===== config.mk =====
export PLATFORM = sky130hd
export DESIGN_NAME = object_readout_ctrl_flat
export DESIGN_NICKNAME = d
export VERILOG_FILES = /design/src/rtl/object_readout_ctrl_if.sv /design/src/rtl/object_readout_ctrl.sv /design/src/flat_wrapper.sv
export SDC_FILE = /design/constraint.sdc
export NUM_CORES = 1
export LEC_CHECK = 0
export CAP_MARGIN = 0
export CORE_MARGIN = 2
export CORE_UTILIZATION = 43
export DETAILED_ROUTE_END_ITERATION = 8
export DONT_BUFFER_PORTS = 1
export PLACE_DENSITY_LB_ADDON = 0.05
export SYNTH_ARGS = -nofsm -noshare
export SYNTH_HDL_FRONTEND = slang
export SYNTH_SLANG_ARGS = --single-unit

===== constraint.sdc =====
create_clock -name clk -period 2.5 [get_ports clk]
set_input_delay 0.375 -clock clk [delete_from_list [all_inputs] [get_ports clk]]
set_output_delay 0.375 -clock clk [all_outputs]
set_load 0.05 [all_outputs]

===== src/rtl/object_readout_ctrl_if.sv =====
// Object output stream between the readout scheduler and the downstream
// feature/overlay logic. The scheduler drives this bus through the master modport.
//
//   out_valid  emitted object available (master -> slave)
//   out_ready  downstream accept (slave -> master)
//   out_id     emitted object id
//   out_area   object area (m00)
//   out_x      x moment sum (m10)
//   out_y      y moment sum (m01)
interface object_readout_ctrl_if #(
    parameter int unsigned LBL_WIDTH = 8,
    parameter int unsigned LOC_SIZE  = 16
);
    logic                 out_valid;
    logic                 out_ready;
    logic [LBL_WIDTH-1:0] out_id;
    logic [LOC_SIZE-1:0]  out_area;
    logic [LOC_SIZE-1:0]  out_x;
    logic [LOC_SIZE-1:0]  out_y;

    modport master (
        output out_valid,
        output out_id,
        output out_area,
        output out_x,
        output out_y,
        input  out_ready
    );

    modport slave (
        input  out_valid,
        input  out_id,
        input  out_area,
        input  out_x,
        input  out_y,
        output out_ready
    );
endinterface


===== src/rtl/object_readout_ctrl.sv =====
// Post-frame object readout scheduler for the connected-components labeller.
// After a frame-done pulse it walks obj_id over labels 1..num_labels-1, waits out the
// table read latency for each, and emits root labels whose area reaches MIN_AREA on a
// valid/ready stream. busy gates the labeller while the scan runs.
//
//   clk         sole clock, rising edge
//   reset_n     asynchronous active-low reset
//   frame_done  one-cycle pulse at end of frame labelling
//   num_labels  next-free-label count, valid with frame_done
//   obj_id      label id driven to the labeller readout port
//   obj_root    merge-resolved id of obj_id (RD_LAT cycles after obj_id changes)
//   obj_area/x/y  moment sums of the resolved object
//   busy        scan in progress
//   out_count   objects emitted during this scan (saturating)
//   scan_done   one-cycle pulse at end of scan
//   overrun     one-cycle pulse when frame_done arrived during a scan
//   out_bus     emitted-object stream (master side)
module object_readout_ctrl #(
    parameter int unsigned LBL_WIDTH = 8,
    parameter int unsigned LOC_SIZE  = 16,
    parameter int unsigned RD_LAT    = 1,
    parameter int unsigned MIN_AREA  = 16
) (
    input  logic                 clk,
    input  logic                 reset_n,
    input  logic                 frame_done,
    input  logic [LBL_WIDTH-1:0] num_labels,
    output logic [LBL_WIDTH-1:0] obj_id,
    input  logic [LBL_WIDTH-1:0] obj_root,
    input  logic [LOC_SIZE-1:0]  obj_area,
    input  logic [LOC_SIZE-1:0]  obj_x,
    input  logic [LOC_SIZE-1:0]  obj_y,
    output logic                 busy,
    output logic [LBL_WIDTH-1:0] out_count,
    output logic                 scan_done,
    output logic                 overrun,
    object_readout_ctrl_if.master out_bus
);

    typedef enum logic [2:0] {StIdle, StIssue, StWait, StPresent, StDone} state_e;

    localparam logic [LOC_SIZE-1:0]  MinArea = LOC_SIZE'(MIN_AREA);
    localparam logic [2:0]           RdLat   = 3'(RD_LAT);
    localparam logic [LBL_WIDTH-1:0] LblOne  = LBL_WIDTH'(1);

    state_e               state;
    logic [LBL_WIDTH-1:0] last;
    logic [2:0]           wait_cnt;
    logic                 keep;
    logic                 at_last;
    logic                 eval_now;

    // obj_id doubles as the label cursor k, so the root test compares against it.
    assign keep    = (obj_root == obj_id) && (obj_area >= MinArea);
    assign at_last = (obj_id == last);

    // Table data is valid in ISSUE when there is no latency, otherwise on the
    // WAIT cycle whose decrement takes the counter to zero.
    always_comb begin
        eval_now = 1'b0;
        case (state)
            StIssue: eval_now = (RD_LAT == 0);
            StWait:  eval_now = (wait_cnt == 3'd1);
            default: eval_now = 1'b0;
        endcase
    end

    always_ff @(posedge clk or negedge reset_n) begin
        if (!reset_n) begin
            state             <= StIdle;
            last              <= '0;
            wait_cnt          <= '0;
            obj_id            <= '0;
            busy              <= 1'b0;
            out_count         <= '0;
            scan_done         <= 1'b0;
            overrun           <= 1'b0;
            out_bus.out_valid <= 1'b0;
            out_bus.out_id    <= '0;
            out_bus.out_area  <= '0;
            out_bus.out_x     <= '0;
            out_bus.out_y     <= '0;
        end else begin
            scan_done <= 1'b0;
            // A second frame_done during a scan is dropped; only flagged.
            overrun   <= frame_done && (state != StIdle);

            case (state)
                StIdle: begin
                    if (frame_done) begin
                        last      <= num_labels - LblOne;
                        out_count <= '0;
                        busy      <= 1'b1;
                        if (num_labels <= LblOne) begin
                            state     <= StDone;
                            scan_done <= 1'b1;
                        end else begin
                            obj_id <= LblOne;
                            state  <= StIssue;
                        end
                    end
                end
                StIssue: begin
                    wait_cnt <= RdLat;
                    if (RD_LAT != 0) begin
                        state <= StWait;
                    end
                end
                StWait: begin
                    wait_cnt <= wait_cnt - 3'd1;
                end
                StPresent: begin
                    if (out_bus.out_ready) begin
                        out_bus.out_valid <= 1'b0;
                        if (out_count != '1) begin
                            out_count <= out_count + LblOne;
                        end
                        if (at_last) begin
                            state     <= StDone;
                            scan_done <= 1'b1;
                        end else begin
                            obj_id <= obj_id + LblOne;
                            state  <= StIssue;
                        end
                    end
                end
                StDone: begin
                    busy  <= 1'b0;
                    state <= StIdle;
                end
                default: begin
                    state <= StIdle;
                end
            endcase

            // Evaluation overrides the per-state next state above.
            if (eval_now) begin
                if (keep) begin
                    out_bus.out_valid <= 1'b1;
                    out_bus.out_id    <= obj_id;
                    out_bus.out_area  <= obj_area;
                    out_bus.out_x     <= obj_x;
                    out_bus.out_y     <= obj_y;
                    state             <= StPresent;
                end else if (at_last) begin
                    state     <= StDone;
                    scan_done <= 1'b1;
                end else begin
                    obj_id <= obj_id + LblOne;
                    state  <= StIssue;
                end
            end
        end
    end

endmodule


===== src/flat_wrapper.sv =====
// flat-port wrapper written by rule: the top's interface ports become plain ports
module object_readout_ctrl_flat 
#(
    parameter int unsigned LBL_WIDTH = 8,
    parameter int unsigned LOC_SIZE  = 16,
    parameter int unsigned RD_LAT    = 1,
    parameter int unsigned MIN_AREA  = 16
)
  (clk, reset_n, frame_done, num_labels, obj_id, obj_root, obj_area, obj_x, obj_y, busy, out_count, scan_done, overrun, out_bus_out_valid, out_bus_out_id, out_bus_out_area, out_bus_out_x, out_bus_out_y, out_bus_out_ready);
  object_readout_ctrl_if #(.LBL_WIDTH(LBL_WIDTH), .LOC_SIZE(LOC_SIZE)) out_bus_i ();
  input  logic clk;
  input  logic reset_n;
  input  logic frame_done;
  input  logic [LBL_WIDTH-1:0] num_labels;
  output logic [LBL_WIDTH-1:0] obj_id;
  input  logic [LBL_WIDTH-1:0] obj_root;
  input  logic [LOC_SIZE-1:0] obj_area;
  input  logic [LOC_SIZE-1:0] obj_x;
  input  logic [LOC_SIZE-1:0] obj_y;
  output logic busy;
  output logic [LBL_WIDTH-1:0] out_count;
  output logic scan_done;
  output logic overrun;
  output wire logic [$bits(out_bus_i.out_valid)-1:0] out_bus_out_valid;
  output wire logic [$bits(out_bus_i.out_id)-1:0] out_bus_out_id;
  output wire logic [$bits(out_bus_i.out_area)-1:0] out_bus_out_area;
  output wire logic [$bits(out_bus_i.out_x)-1:0] out_bus_out_x;
  output wire logic [$bits(out_bus_i.out_y)-1:0] out_bus_out_y;
  input wire logic [$bits(out_bus_i.out_ready)-1:0] out_bus_out_ready;
  assign out_bus_out_valid = out_bus_i.out_valid;
  assign out_bus_out_id = out_bus_i.out_id;
  assign out_bus_out_area = out_bus_i.out_area;
  assign out_bus_out_x = out_bus_i.out_x;
  assign out_bus_out_y = out_bus_i.out_y;
  assign out_bus_i.out_ready = out_bus_out_ready;
  object_readout_ctrl #(.LBL_WIDTH(LBL_WIDTH), .LOC_SIZE(LOC_SIZE), .RD_LAT(RD_LAT), .MIN_AREA(MIN_AREA)) u_core (.clk(clk), .reset_n(reset_n), .frame_done(frame_done), .num_labels(num_labels), .obj_id(obj_id), .obj_root(obj_root), .obj_area(obj_area), .obj_x(obj_x), .obj_y(obj_y), .busy(busy), .out_count(out_count), .scan_done(scan_done), .overrun(overrun), .out_bus(out_bus_i));
endmodule

---- After elaboration in Yosys (flattened, before gate mapping) ----
Cells that the tools add are included.
cells by class
  add/subtract/negate cells ............... 4
  multiply operators ...................... 0
  divide/modulo/power cells ............... 0
  $lt $le $gt $ge ......................... 2
  equal/unequal tests ..................... 14
  shift operators ......................... 0
  multiplexer cells ....................... 35
  bitwise operators ....................... 0
  reduce and logical (&&, ||, !) cells .... 12
operators by type and width
  kind                 count
  $mux 8               10
  $pmux 8 s2           2
  $mux 3               6
  $add 8x1->8 const B  2
  $eq 8x8->1           2
  $ge 16x5->1 const B  1
  $mux 1               13
  $pmux 3 s4           1
  $le 8x1->1 const B   1
  $ne 8x8->1 const B   1
  $sub 8x1->8 const B  1
  $eq 3x1->1 const B   2
  $eq 3x2->1 const B   2
  $ne 3x2->1 const B   2
  $pmux 3 s2           1
  $reduce_and 2->1     3
  $reduce_bool 2->1    3
  $ne 2x1->1 const B   2
  $ne 2x2->1 const B   2
  $pmux 1 s2           2
  $reduce_and 4->1     1
  $eq 3x3->1 const B   1
  $logic_not 3->1      1
  $reduce_and 3->1     1
  3 further kinds      4
storage, ports and cells
  bits in registers ....................... 90
  latch bits .............................. 0
  memory bits (writable) .................. 0
  bits in read-only memories .............. 0
  bits of input ports ..................... 68
  output and inout port bits .............. 76
  word-level logic and storage cells ...... 80
  memories kept ........................... 0

---- Logic depth before layout (Yosys ltp) ----
Gate-level depths: netlist of run 1.
  depth in word-level cells ............... 7
  mapped depth ............................ 8
  depth with buffers taken out ............ 7

---- Worst setup path before layout of run 1 ----
OpenSTA, ideal clock, no wires.
  path kind ............................... register to register
  start ................................... register u_core.obj_id[0]
  end ..................................... register u_core.out_bus.out_area[10]
  library setup time ...................... 128 ps
  arrival ................................. 2186 ps
  required time ........................... 2372 ps
  path slack .............................. 187 ps
  cell stages (with the launch flop) ...... 9
  path buffers ............................ 3
  period minus slack after synthesis ...... 2313 ps
  path through ............................ dfrtp_1 > clkbuf_1 > xnor2_1 > nand4_1 > nor3_2 > nand2_1 > buf_4 > buf_6 > mux2_1
between the ends
  longest elaborated chain between the ends .. 3
RTL lines
  element                            RTL line                      source
  start, declared                    object_readout_ctrl.sv:28     output logic [LBL_WIDTH-1:0] obj_id,
  start signal, assigned             object_readout_ctrl.sv:98     obj_id <= LblOne;
  start signal, assigned             object_readout_ctrl.sv:122    obj_id <= obj_id + LblOne;
  start signal, assigned             object_readout_ctrl.sv:149    obj_id <= obj_id + LblOne;
  $eq 8x8->1                         object_readout_ctrl.sv:54     assign keep = (obj_root == obj_id) && (obj_area >= MinArea);
  $logic_and 1x1->1                  object_readout_ctrl.sv:54
  $reduce_and 2->1 (no source line)  --
  end signal, assigned               object_readout_ctrl.sv:141    out_bus.out_area <= obj_area;
  end, declared                      object_readout_ctrl_if.sv:24  output out_area,
No other way between the ends.
A chain may end at the register's enable or synchronous reset.

---- Worst setup path after layout of run 1 ----
  start ................................... register u_core.state[2]
  end ..................................... register u_core.obj_id[0]
between the ends
  longest elaborated chain between the ends .. 5
  elaborated cells between the ends (all ways) .. 8
  those cells by class .................... eq/ne (2); mux (5); reduce/logical (1)
RTL lines
  element                                        RTL line                    source
  start, declared                                object_readout_ctrl.sv:46   state_e state;
  start signal, assigned                         object_readout_ctrl.sv:70   state <= StIdle;
  start signal, assigned                         object_readout_ctrl.sv:95   state <= StDone;
  start signal, assigned                         object_readout_ctrl.sv:99   state <= StIssue;
  $eq 3x2->1 or $logic_not 3->1 (tied branches)  object_readout_ctrl.sv:88   case (state)
  $pmux 8 s2                                     object_readout_ctrl.sv:88
  $mux 8                                         object_readout_ctrl.sv:145  end else if (at_last) begin
  $mux 8                                         object_readout_ctrl.sv:138  if (keep) begin
  $mux 8 (*)                                     object_readout_ctrl.sv:137  if (eval_now) begin
Mark *: on every way between the ends. The rest lies on a longest branch, timed or not.

==> metrics.yaml, run 1 <==
outcome: "complete, no violations"
comb_power_share_pct: 28.7
path_cells: "or3b_1, nor2_4, o31a_1, o21ai_1, mux2_2"
max_freq_mhz: 477
peakVddDrop_uv: 476
wl_mm: 8.50
finalClockSkew_ns: 0.00832
drtIter0Drc: 74
period_share_pct: 83.9
synth-async-reset-ratio_pct: 100
overflow: 0
maxSlewViolCount: 0
post_drt_wl_per_cell_um: 17.1
synth.area.top_cells: "dfrtp_1 54%, mux2_1 7.8%, mux2_2 7.5%"
sequentialPowerShare_pct: 49.3
min_path_type: "input port to flip-flop"
met3_usage_pct: 5.29
crit_required_ns: 2.74
postSynthAreaPerCell_um2: 12.0
endpoint_kind: "flip-flop"
hpwl_mm: 6.13
max-cap-violations: 0
hold_viol_final: 0
synth-edff-count: 0
ios: 144
synth_area_leader_cell: "dfrtp_1"
synth_top_cell_area_share_pct: 53.7
cp-start-kind: "flip-flop"
syn_inst: 348
cts_tree: "built"
cts_inserted_buffers: 9
layout_common_cells: "90 x dfrtp_1, 29 x mux2_1, 28 x mux2_2, 23 x xnor2_1, 21 x nand2_1"
antenna_found_initial: 0
setup_viol: 0
viasPerCell: 5.27
dr_total_vias: 2622
p_per_area_nw_per_um2: 987
post-cts-setup-buffer-count: 0
die_area_um2: 10600
power_switching_mw: 1.88
synth_seq_cells: 90
grtUsageMet1_pct: 21.8
port_buffers: 0
place_ws_ns: 0.422
mostFrequentLayoutCell: "dfrtp_1"
place_congestion: 0.748
drive_above_1_share_pct: 19.5
final_nets: 434
clockPowerShare_pct: 22.1
power.internal_mw: 2.70
finish.utilization_pct: 48.3
dieWidth_um: 103
synth_area_um2: 4190
rsz0062_at_grt: "no"
crit_fanout: 12
syn-num-nets: 422
yosys_warnings: 0
tightest_slew_ns: 0.582
cp.arrival_ns: 2.34
grtUsageTotal_pct: 16.3
coreArea_um2: 9590
setup_tns_ns: 0
crit_type: "flip-flop to flip-flop"
std_cell_rows: 36
grt_pass1_wl_mm: 13.3
drtPass1Iterations: 4
grtUsageMet2_pct: 25.2
clk_pin_slew_ns: 0.09
ant_nets: 0
start_util_pct: 43.7
swShare_pct: 41.0
drc_errors: 0
cpMaxStageDelayCell: "dfrtp_1"
area_growth_pct: 10.6
h-tree-depth: 3
p_leak_nw: 2.19
grt_pass1_vias: 2599
grt_busiest_layer: "met2"
fp.dieH_um: 103
ys.flop_type: "dfrtp_1"
clockRootBuffer: "clkbuf_8"
setup_ws_ns: 0.403
antennaDiodeCount: 0
grt_max_degree: 91
clock_path_buffers: 2
synth_cell_types: 55
synth.yosys.seq_area_share_pct: 53.7
numClockSinks: 90
clk_latency_ns: 0.35
maxSlewHeadroom_pct: 61.2
crit_path_max_incr_delay_ns: 0.51
nFillCells: 909
fin_crit_ns: 2.10
==> layout make-up <==
type / instances / area [µm²] / share of cell area [%]
clock buffers: 11 / 141 / 3.05
clock inverters: 5 / 60.1 / 1.30
inverters: 15 / 56.3 / 1.22
multi-input cells: 226 / 1790 / 38.6
flip-flops and latches: 90 / 2250 / 48.6
well taps: 133 / 166 / 3.59
repair buffers: 18 / 170 / 3.67
==> cell usage after synthesis, types with 6 or more instances <==
library cell,n
dfrtp_1,90
mux2_1,29
mux2_2,28
xnor2_1,23
nand2_1,22
nor2_1,16
o21ai_0,16
inv_1,15
a21oi_1,8
clkbuf_1,7
buf_2,6
ha_1,6
xor2_1,6
==> repair_timing <==
item,4_1_cts,5_1_grt
setup endpoints to repair,0,0
hold endpoints to repair,90,0
gates resized for setup,0,0
hold buffers,2,0
==> worst max-delay path, delay by kind of cell (launching register included) <==
kind	cells	cell delay, ns
DFF	1	0.51
and+or+nand+nor	2	0.72
AOI/OAI and AO/OA	2	0.44
muxes	1	0.32
==> registers in the layout (all words and copies together), names as in the netlist <==
signal / count
u_core.out_bus.out_area: 16
u_core.out_bus.out_x: 16
u_core.out_bus.out_y: 16
u_core.last: 8
u_core.obj_id: 8
u_core.out_bus.out_id: 8
u_core.out_count: 8
u_core.state: 3
u_core.wait_cnt: 3
u_core.busy: 1
u_core.out_bus.out_valid: 1
u_core.overrun: 1
u_core.scan_done: 1
==> per-layer routing <==
metal  routed length [µm]  up-vias  part of all wire [%]
met5                    0        -                     0
met4                   86        0                   1.0
met3                  672        6                   7.9
met2                 4020       89                    47
met1                 3710     1286                    44
li1                     -     1241                     -
==> power by group through the flow <==
stage	clock network [mW]	registers [mW]	logic, mW
3_5_place_dp	0	2.29	1.28
4_1_cts	1.06	2.26	1.32
6_report	1.01	2.25	1.31
2_1_floorplan	0	2.39	0.864
5_1_grt	1.13	2.30	1.47
3_3_place_gp	0	2.29	1.27
==> cell families after synthesis <==
kind of cell / Yosys count / synth area share [%]
muxes: 59 / 15.8
DFF: 90 / 53.7
and+or+nand+nor: 80 / 10.7
AOI/OAI and AO/OA: 52 / 8.24
xor gates and xnor gates: 29 / 6.06
buffers and inverters: 32 / 3.67
adders and majority gates: 6 / 1.79
==> worst paths after layout <==
path | from | end | slack, ns | cells past startpoint
worst max-delay path | u_core.state[2] | u_core.obj_id[0] | 0.40 | 5
worst min-delay path | out_bus_out_ready | u_core.state[0] | 0.12 | 1
worst max register to register | u_core.state[2] | u_core.obj_id[0] | 0.40 | 5
worst min register to register | u_core.last[7] | u_core.last[7] | 0.51 | 2
max in group asynchronous | reset_n | u_core.out_bus.out_id[1] | 1.55 | 2
min in group asynchronous | reset_n | u_core.out_bus.out_x[10] | 0.62 | 2
==> metrics by stage <==
| stage | power, mW | std cells | cell area (µm²) | hold slack, ns |
|---|---|---|---|---|
| 4_1_cts | 4.64 | 498 | 4630 | 0.0923 |
| 3_5_place_dp | 3.57 | 480 | 4390 | 0.0817 |
| 2_1_floorplan | 3.26 | 348 | 4190 | 0.0794 |
| 3_3_place_gp | 3.56 | 480 | 4390 | 0.0820 |
| 6_report | 4.57 | 498 | 4630 | 0.121 |
| 5_1_grt | 4.89 | 498 | 4630 | 0.0996 |
No activity file was read; power rests on OpenSTA's default activity.
==> run 2: changes to the inputs <==
- clock period: 2.5 -> 1.9 ns (I/O delays scaled with it)
==> run 2 against run 1 <==
The run now ends with hold timing left. Count of clock-buffer cells in the layout unchanged. Clock skew decreased by 0.0013 ns. Hold slack got worse by 0.51 ns.
==> metrics.yaml, run 2 (synthesis results as in run 1) <==
hold_viol_final: 90  # +90
maxSlewHeadroom_pct: 66.1  # +4.9 points
grt_pass1_wl_mm: 13.7  # +2.8%
h-tree-depth: 3  # unchanged
placed_cell_area_um2: 4620  # +5.0%
cts_tree: "built"
fin_crit_ns: 1.90  # -0.201 ns
finalClockSkew_ns: 0.00700  # -0.00131 ns
ctsHoldBuffers: 1  # -1
drtPass1Iterations: 4  # unchanged
place_ws_ns: -0.0301  # -0.452 ns
final_nets: 465  # +7.1%
ios: 144  # unchanged
tightest_slew_ns: 0.509  # -0.0734 ns
cp.arrival_ns: 2.14  # -0.20 ns
grt_pass1_vias: 2840  # +9.3%
setup_viol: 0  # unchanged
reg_top3: "u_core.out_bus.out_area: 16 flops, u_core.out_bus.out_x: 16 flops, u_core.out_bus.out_y: 16 flops"
std_cell_rows: 36  # unchanged
mostFrequentLayoutCell: "dfrtp_1"
p_per_area_nw_per_um2: 1240  # +25%
timing.rr.end: "u_core.out_bus.out_x[9]"
clk_latency_ns: 0.36  # about the same
crit_fanout: 21  # +9
coreArea_um2: 9590  # unchanged
place_congestion: 0.809  # +8.1%
fin_cells: 529  # +6.2%
dieWidth_um: 103  # unchanged
clock_path_buffers: 2  # unchanged
crit_path_end: "u_core.out_bus.out_x[9]"
endpoint_kind: "flip-flop"
antennaDiodeCount: 0  # unchanged
dp.cells: 505  # +5.2%
period_share_pct: 99.8  # +16 points
layout_common_cells: "82 x dfrtp_1, 42 x buf_4, 28 x mux2_2, 21 x nand2_1, 20 x xnor2_1"
antenna_found_initial: 0  # unchanged
ant_nets: 0  # unchanged
r2r_slack_ns: 0.004  # -0.40 ns
viasPerCell: 5.28  # +0.28%
post_drt_wl_per_cell_um: 17.1  # +0.42%
crit_required_ns: 2.14  # -0.60 ns
die_area_um2: 10600  # unchanged
hpwl_mm: 6.41  # +4.6%
max-cap-violations: 0  # unchanged
rsz0062_at_grt: "yes"
grt_max_degree: 91  # unchanged
setup_tns_ns: 0  # unchanged
outcome: "complete, but fails checks"
wl_mm: 9.06  # +6.7%
cp-start-kind: "flip-flop"
peakVddDrop_uv: 1310  # +180%
crit_type: "flip-flop to flip-flop"
p_leak_nw: 2.41  # +10%
dr_total_vias: 2793  # +6.5%
clockRootBuffer: "clkbuf_8"
numClockSinks: 90  # unchanged
holdWs_ns: -0.392  # -0.512 ns
overflow: 0  # unchanged
drtIter0Drc: 54  # -27%
drc_errors: 0  # unchanged
cts_inserted_buffers: 9  # unchanged
r2r_start: "u_core.obj_id[6]"
port_buffers: 0  # unchanged
maxSlewViolCount: 0  # unchanged
design_area_um2: 5020  # +8.3%
setup_ws_ns: 0.00400  # -0.399 ns
max_freq_mhz: 527  # +11%
min_path_type: "input port to asynchronous set/reset pin"
drive_above_1_share_pct: 34.8  # +15 points
fp.dieH_um: 103  # unchanged
start_util_pct: 43.7  # unchanged
finish.utilization_pct: 52.3  # +4.0 points
grtUsageTotal_pct: 16.9  # +0.56 points
violations: "hold timing"
design_power_total_mw: 6.21  # +36%
r2r_cells: 6  # +1
area_growth_pct: 19.8
critPathLaunch: "u_core.obj_id[6]"
clk_pin_slew_ns: 0.09  # about the same
-- run 2: changes by cell type in the layout (fill, tap and decap cells not counted), moves of 2 or more --
cell | previous run | this run
mux2_1 | 29 | 10
mux2_4 | 0 | 19
buf_6 | 0 | 2
xnor2_1 | 23 | 20
buf_4 | 15 | 42
clkinvlp_4 | 1 | 4
dfrtp_2 | 0 | 8
xnor2_2 | 0 | 3
o221ai_1 | 5 | 3
o221ai_2 | 0 | 2
dfrtp_1 | 90 | 82
-- run 2: layer usage --
metal	vias up	share of wire (%)	GRT usage (%)
met2	91	49	28.4
met1	1378	42	20.3
met3	12	6.6	5.42
met5	-	0	0
li1	1312	-	-
met4	0	1.6	6.15
-- run 2: critical path, stage by stage, from the launching register on --
cell	delay [ns]
dfrtp_2	0.43
xnor2_1	0.14
nand4_1	0.20
nor3_2	0.32
nand2_4	0.17
buf_12	0.20
mux2_1	0.31
-- run 2: layout make-up --
type,instances,area [µm²]
repair buffers,49,428
well taps,133,166
flip-flops and latches,90,2260
multi-input cells,226,1930
inverters,15,56.3
clock inverters,5,38.8
clock buffers,11,141
fillers,891,4580
-- run 2: what timing repair did --
action,CTS,global route
gates cloned,0,1
buffers inserted,1,5
resized for setup,2,31
pin swaps,1,7
setup endpoints to repair,29,69
endpoints found under the hold margin,91,90
-- run 2: worst min-delay path by stage --
stage,start,endpoint,slack (ns),depth (start not counted)
after global placement,reset_n,u_core.out_count[2],-0.008,0
after floorplan,reset_n,u_core.busy,-0.01,0
after CTS,reset_n,u_core.out_count[2],-0.41,0
final,reset_n,u_core.scan_done,-0.39,0
after detailed placement,reset_n,u_core.out_count[2],-0.008,0
after global routing,reset_n,u_core.out_bus.out_x[7],-0.42,0
-- run 2: power breakdown --
group / internal, mW / switching (mW) / leakage (nW)
Clock: 0.516 / 0.698 / 0.0782
Combinational: 0.920 / 1.12 / 1.12
Sequential: 2.24 / 0.712 / 1.21
Total: 3.68 / 2.53 / 2.41
==> run 3: changes to the inputs <==
- CTS_BUF_LIST: unset -> sky130_fd_sc_hd__clkbuf_8
==> run 3 against run 2 <==
The flow still finishes with violations (hold timing). Cell area stayed put. Sequential cell count stayed put. First-iteration DRC count stayed put. Maximum frequency hardly changed. Final cell count stayed put. Non-clock buffer count stayed put. Die area stayed put. Power hardly changed. Global-route usage stayed put. Hold slack hardly changed. Utilization stayed put. Largest cell class unchanged. Largest power group unchanged.
==> metrics.yaml, run 3 (synthesis results as in run 1) <==
p_per_area_nw_per_um2: 1240  # about the same
cp-start-kind: "flip-flop"
overflow: 0  # unchanged
clockPowerShare_pct: 19.5  # about the same
hold_viol_final: 90  # unchanged
drive_above_1_share_pct: 34.8  # unchanged
crit_required_ns: 2.14  # about the same
maxSlewViolCount: 0  # unchanged
coreArea_um2: 9590  # unchanged
nFillCells: 891  # unchanged
ctsHoldBuffers: 1  # unchanged
place_congestion: 0.809  # unchanged
fin_crit_ns: 1.90  # -0.0000293 ns
clk_latency_ns: 0.36  # about the same
drtIter0Drc: 54  # unchanged
crit_type: "flip-flop to flip-flop"
critPathBufInv: 1  # unchanged
dp.cells: 505  # unchanged
drc_errors: 0  # unchanged
drtPass1Iterations: 4  # unchanged
fin_cells: 529  # unchanged
comb_power_share_pct: 32.9  # about the same
min_path_type: "input port to asynchronous set/reset pin"
endpoint_kind: "flip-flop"
max_freq_mhz: 527  # about the same
grt_pass1_wl_mm: 13.7  # unchanged
setup_tns_ns: 0  # unchanged
peakVddDrop_uv: 1310  # about the same
grtUsageTotal_pct: 16.9  # unchanged
clock_path_buffers: 2  # unchanged
final_nets: 465  # unchanged
cp.arrival_ns: 2.14  # about the same
cts_inserted_buffers: 9  # unchanged
reg_top3: "u_core.out_bus.out_area: 16 flops, u_core.out_bus.out_x: 16 flops, u_core.out_bus.out_y: 16 flops"
layout_common_cells: "82 x dfrtp_1, 42 x buf_4, 28 x mux2_2, 21 x nand2_1, 20 x xnor2_1"
clk_pin_slew_ns: 0.09  # about the same
numClockSinks: 90  # unchanged
viasPerCell: 5.27  # -0.21%
clockRootBuffer: "clkbuf_8"
h-tree-depth: 3  # unchanged
antennaDiodeCount: 0  # unchanged
crit_path_max_incr_delay_ns: 0.43  # about the same
post_drt_wl_per_cell_um: 17.1  # about the same
ios: 144  # unchanged
setup_viol: 0  # unchanged
swShare_pct: 40.8  # about the same
outcome: "complete, but fails checks"
violations: "hold timing"
antenna_found_initial: 0  # unchanged
design_power_total_mw: 6.20  # about the same
wl_mm: 9.07  # about the same
sequentialPowerShare_pct: 47.6  # about the same
period_share_pct: 99.8  # about the same
dr_total_vias: 2787  # -0.21%
mostFrequentLayoutCell: "dfrtp_1"
area_growth_pct: 19.8  # unchanged
finalClockSkew_ns: 0.00699  # -0.0000114 ns
grt_max_degree: 91  # unchanged
cts_tree: "built"
start_util_pct: 43.7  # unchanged
std_cell_rows: 36  # unchanged
critical_path.top_delay_family: "simple AND/OR/NAND/NOR gates"
power_switching_mw: 2.53  # about the same
finish.utilization_pct: 52.3  # unchanged
port_buffers: 0  # unchanged
tightest_slew_ns: 0.509  # unchanged
holdWs_ns: -0.392  # -0.00000200 ns
dieWidth_um: 103  # unchanged
cpMaxStageDelayCell: "dfrtp_2"
rsz0062_at_grt: "yes"
hpwl_mm: 6.41  # unchanged
path_cells: "xnor2_1, nand4_1, nor3_2, nand2_4, buf_12, mux2_1"
fp.dieH_um: 103  # unchanged
die_area_um2: 10600  # unchanged
power.internal_mw: 3.67  # -0.15%
p_leak_nw: 2.41  # +0.17%
maxSlewHeadroom_pct: 66.1  # unchanged
ant_nets: 0  # unchanged
max-cap-violations: 0  # unchanged
grt_pass1_vias: 2840  # unchanged
crit_fanout: 21  # unchanged
[run 3: cell count changes in the layout (fill, tap and decap cells not counted)]
cell	delta
inv_1	+1
clkbuf_1	-1
[run 3: per-layer routing]
metal | up-vias | routed length, µm | GRT usage, % | part of all wire, %
met5 | - | 0 | 0 | 0
met4 | 0 | 148 | 6.15 | 1.6
met3 | 12 | 598 | 5.42 | 6.6
met2 | 89 | 4460 | 28.4 | 49
met1 | 1373 | 3860 | 20.3 | 43
li1 | 1313 | - | - | -
[run 3: worst paths after layout]
path                                        from                      end  slack [ns]  depth (start not counted)
worst min register to register    u_core.last[1]           u_core.last[1]        0.52                          2
worst max register to register  u_core.obj_id[6]  u_core.out_bus.out_x[9]       0.004                          6
max in group asynchronous                reset_n         u_core.obj_id[0]        2.13                          0
worst max-delay path            u_core.obj_id[6]  u_core.out_bus.out_x[9]       0.004                          6
min in group clk                   num_labels[0]           u_core.last[0]        0.03                          1
worst min-delay path                     reset_n         u_core.scan_done       -0.39                          0
[run 3: final cells by class]
type / instances / area [µm²] / area share, %
Clock buffer: 10 / 138 / 2.74
Inverter: 15 / 56.3 / 1.12
Multi-Input combinational cell: 226 / 1930 / 38.4
Clock inverter: 6 / 42.5 / 0.848
Tap cell: 133 / 166 / 3.32
Sequential cell: 90 / 2260 / 45.1
Timing Repair Buffer: 49 / 428 / 8.53
[run 3: metrics by stage]
stage	setup slack, ns	instance area, µm²
final	0.00403	5020
after global routing	-0.0754	5020
after CTS	0.000957	4830
after detailed placement	-0.0301	4620
after global placement	-0.0287	4620
after floorplan	-0.149	4250
[run 3: what timing repair did]
action | 4_1_cts | 5_1_grt
resized for setup | 2 | 31
endpoints found under the setup margin | 29 | 69
pin swaps | 1 | 7
hold endpoints to repair | 91 | 90
setup buffers | 1 | 5
gates cloned | 0 | 1
[run 3: power by group through the flow]
stage	sequential (mW)	combinational, mW	clock, mW
2_1_floorplan	3.16	1.19	0
3_3_place_gp	3.00	1.86	0
3_5_place_dp	3.01	1.89	0
4_1_cts	2.97	1.93	1.28
5_1_grt	3.01	2.25	1.34
6_report	2.95	2.04	1.21
